--- src/rtl/alu_result_buffer.sv ---
// Result FIFO behind alu_32bit: buffers {result, opcode, masked flags} with a
// valid/ready handshake and keeps sticky status flags for software and debug.
module alu_result_buffer #(
   parameter int DEPTH = 4,
   parameter int CW    = $clog2(DEPTH+1)
) (
   input  logic          clk,
   input  logic          rst_n,
   input  logic          in_valid,
   output logic          in_ready,
   input  logic [31:0]   in_result,
   input  logic [2:0]    in_opcode,
   input  logic          in_zero,
   input  logic          in_carry,
   input  logic          in_overflow,
   output logic          out_valid,
   input  logic          out_ready,
   output logic [31:0]   out_result,
   output logic [2:0]    out_opcode,
   output logic [2:0]    out_flags,
   output logic [2:0]    sticky_flags,
   input  logic          sticky_clr,
   output logic [CW-1:0] count
);

   localparam int AW = $clog2(DEPTH);

   typedef struct packed {
      logic [31:0] result;
      logic [2:0]  opcode;
      logic [2:0]  flags;   // {overflow, carry, zero}
   } entry_t;

   entry_t        mem [DEPTH];
   logic [AW-1:0] wptr, rptr;
   logic          push, pop, arith;
   logic [2:0]    mflags;
   entry_t        head;

   assign in_ready  = (count != CW'(DEPTH));
   assign out_valid = (count != '0);
   assign push      = in_valid && in_ready;
   assign pop       = out_valid && out_ready;

   // Carry and overflow only mean something for ADD/SUB.
   assign arith  = (in_opcode == 3'b000) || (in_opcode == 3'b001);
   assign mflags = {in_overflow & arith, in_carry & arith, in_zero};

   assign head       = mem[rptr];
   assign out_result = head.result;
   assign out_opcode = head.opcode;
   assign out_flags  = head.flags;

   always_ff @(posedge clk or negedge rst_n) begin
      if (!rst_n) begin
         for (int i = 0; i < DEPTH; i++) mem[i] <= '0;
         wptr <= '0;
         rptr <= '0;
      end else begin
         if (push) begin
            mem[wptr] <= '{result: in_result, opcode: in_opcode, flags: mflags};
            wptr      <= wptr + AW'(1);
         end
         if (pop) rptr <= rptr + AW'(1);
      end
   end

   always_ff @(posedge clk or negedge rst_n) begin
      if (!rst_n) begin
         count <= '0;
      end else begin
         case ({push, pop})
            2'b10:   count <= count + CW'(1);
            2'b01:   count <= count - CW'(1);
            default: count <= count;
         endcase
      end
   end

   // Clear wins first, so a racing push leaves only its own flags.
   always_ff @(posedge clk or negedge rst_n) begin
      if (!rst_n)          sticky_flags <= '0;
      else if (sticky_clr) sticky_flags <= push ? mflags : 3'b000;
      else if (push)       sticky_flags <= sticky_flags | mflags;
   end

endmodule

--- config.mk ---
export PLATFORM = sky130hd
export DESIGN_NAME = alu_result_buffer
export DESIGN_NICKNAME = d
export VERILOG_FILES = /design/src/rtl/alu_result_buffer.sv
export SDC_FILE = /design/constraint.sdc
export NUM_CORES = 1
export LEC_CHECK = 0
export ABC_CLOCK_PERIOD_IN_PS = 2400
export CORE_MARGIN = 4
export CORE_UTILIZATION = 35
export CTS_CLUSTER_DIAMETER = 120
export DETAILED_ROUTE_END_ITERATION = 12
export GPL_ROUTABILITY_DRIVEN = 0
export PLACE_DENSITY = 0.55
export SLEW_MARGIN = 20
export SYNTH_ARGS = -nofsm -noshare
export SYNTH_HDL_FRONTEND = slang
export SYNTH_SLANG_ARGS = --single-unit
--- constraint.sdc ---
create_clock -name clk -period 2.4 [get_ports clk]
set_input_delay 0.24 -clock clk [delete_from_list [all_inputs] [get_ports clk]]
set_output_delay 0.24 -clock clk [all_outputs]
set_load 0.05 [all_outputs]
==> reports/results.tsv, run 1 <==
metric	value	unit
status	complete, no violations	
CP Launch Type	flop	
Die Footprint	23800	µm²
Synth area leader	dfrtp_1	
Synth async-reset ratio	100	%
reg2reg start	count[1]$_DFFE_PN0P_	
Skew-Pair Late Insertion Delay	0.42	ns
CTS H-tree lvls	4	
Min Clock Period, post-route	2.19	ns
Critical Path End Type	output pin	
Final TNS setup	0	ns
Area Growth Syn to Fin	23.9	%
Clock Path Buffers	2	
hpwl dp	10500	µm
#FFs+latches synth	162	
crit path cell chain	buf_4, mux4_2, buf_4	
max incr delay on CP	0.58	ns
chip height	154	µm
most frequent cell after synthesis	dfrtp_1	
number of distinct library cells after synthesis	22	
drt drc	0	
pins over their slew limit	0	
Worst Path Buf+Inv	2	
vias in the first global route	4549	
final hold vios	0	
RSZ-0062 raised after global routing	no	
# Post-CTS Setup Buffers	0	
Starting Density	35.7	%
clk root buf	clkbuf_16	
initial antenna violation count	0	
antenna viol nets, final	0	
HP Class	in2async	
fraction of layout cells with a size suffix above 1	54.2	%
largest net degree at the start of global routing	73	
CTS sink cnt	162	
CTS tree	yes	
busiest grt layer	met2	
M1 GR Usage	18.0	%
max frequency	457	MHz
I/O Buffers	88	
Yosys warnings	0	
Synth top area share	54.0	%
Synth area leaders	dfrtp_1 54%, mux2_4 16%, mux4_2 11%	
met2 usage	24.2	%
most frequent cells after synthesis	162 x dfrtp_1, 80 x mux2_4, 73 x mux2_2, 38 x mux4_2	
Syn Inst Count	414	
Slew @ Worst Pin	0.711	ns
gr usage total	14.2	%
EDFF count, synth	0	
Congestion Overflow GR	0	
Std-Cell Rows	53	
maxcap violations	0	
die width	154	µm
Worst Path Required	2.16	ns
Core Area	21000	µm²
Ant. Diodes	0	
fin crit share	91.3	%
prevailing post-synth register cell	dfrtp_1	
Syn Area/Cell	18.1	µm²
Final Routed Wirelength	16000	µm
# setup viols final	0	
Critical Path Start	rptr[0]$_DFFE_PN0P_	
max_slew headroom	52.6	%
Critical Path AT	1.95	ns
I/O pin count	89	
Layout Skew	0.00999	ns
Clock transition at path regs	0.06	ns
Syn Std Cell Area	7500	µm²
global-route wire length before repair	26200	µm
Inserted Clock Buffers	17	
fill count	1834	
Seq/Total Area, Yosys	54.0	%
CP max stage cell	mux4_2	
Setup CP Type	reg2out	
CP top delay family	multiplexers	
Starting DRT DRC Count	193	
vias per cell	4.90	
Max FO, Critical Path	17	
layout net count	564	
Mapped Nets	463	
crit-path most repeated cell	buf_4	
Avg WL per Cell	19.9	µm
M3 GR Usage	2.99	%
Pre-Repair DR Iteration Count	4	
Via Count	3937	
[layout make-up]
cell class / count / area [µm²] / share of cell area [%]
well taps: 275 / 344 / 3.70
clock inverters: 10 / 173 / 1.86
flip-flops and latches: 162 / 4060 / 43.6
repair buffers: 108 / 1080 / 11.6
multi-input cells: 220 / 3150 / 33.9
clock buffers: 22 / 474 / 5.10
inverters: 6 / 22.5 / 0.242
[worst register-to-register path, delay by kind of cell (launching register included)]
| kind | cells | cell delay, ns |
|---|---|---|
| xor+xnor | 2 | 0.31 |
| fa+ha+maj | 2 | 0.57 |
| buf+inv | 1 | 0.06 |
| flops | 1 | 0.42 |
| simple gates | 3 | 0.67 |
[layout by cell type, fill, tap and decap left out, types with 2 or more instances in the layout]
master             n
buf_12            11
xnor2_1            3
mux2_2            73
buf_4             46
mux2_4            80
ha_1               5
clkinvlp_4         2
a32o_1             3
xor2_1             3
clkbuf_8           3
bufinv_16          4
dfrtp_2            3
and2_1             2
clkdlybuf4s50_1   48
clkbuf_16         17
clkbuf_1           2
inv_1              6
nand2_1            2
and3_4             4
dfrtp_1          159
clkinv_4           2
nor2_1             2
mux4_2            38
[flip-flops by register name, summed over array words and instances, names as in the netlist]
| register | count |
|---|---|
| rptr | 2 |
| wptr | 2 |
| mem | 152 |
| sticky_flags | 3 |
| count | 3 |
[timing repair]
item,4_1_cts,5_1_grt
hold buffers,1,0
gates resized for setup,1,0
setup endpoints to repair,1,0
hold endpoints to repair,68,0
[worst paths after layout]
path / cells past startpoint / to / slack [ns]
setup reg to reg: 8 / count[2]$_DFFE_PN0P_ / 0.29
hold / removal: 2 / mem[67]$_DFFE_PN0P_ / 0.40
min in group clk: 3 / sticky_flags[1]$_DFFE_PN0P_ / 0.47
hold reg to reg: 1 / sticky_flags[2]$_DFFE_PN0P_ / 0.49
setup / recovery: 3 / out_result[9] / 0.21
max in group asynchronous: 3 / count[2]$_DFFE_PN0P_ / 1.16
[metrics by stage]
stage               hold WS [ns]  setup WS, ns  area (µm²)  instances  util, %
floorplan                -0.0556        0.0186        7500        414        -
global placement           0.295         0.264        8640        770     41.1
detailed placement         0.302         0.239        8640        770     41.1
CTS                        0.420         0.154        9300        803     44.2
global route               0.463        0.0889        9300        803     44.2
finish                     0.395         0.210        9300        803     44.2
[layer usage]
metal  up-vias  wire, µm  share of wire [%]
li1       1730         -                  -
met1      2129      6960                 44
met2        59      8350                 52
met3        19       435                2.7
met4         0       236                1.5
met5         -         0                  0
[cells by family (layout without fill, tap and decap cells)]
logic type                 Yosys count  after routing  share of synthesized area (%)
buffers and inverters               32            146                           3.97
DFF                                162            162                           54.0
and+or+nand+nor                     12             12                           1.17
xor gates and xnor gates             6              6                          0.701
adders and majority gates            6              6                           1.10
muxes                              192            192                           38.5
AOI/OAI and AO/OA                    4              4                          0.517
Power of run 1 is left out: the tool's default activity adds up to more than one toggle a clock period on the data nets, which glitch-free logic cannot reach.
==> run 2, diff against run 1 <==
Settings changed: CAP_MARGIN set to 20, SLEW_MARGIN 20 to not set.
==> results of run 2 <==
No change in the layout: final DEF, timing and power equal those of run 1.
Power of run 2 is left out for the same reason.
==> run 3, diff against run 2 <==
Settings changed: CAP_MARGIN 20 to 40.
==> results of run 3 <==
No change in the layout: final DEF, timing and power equal those of run 1.
Power of run 3 is left out for the same reason.
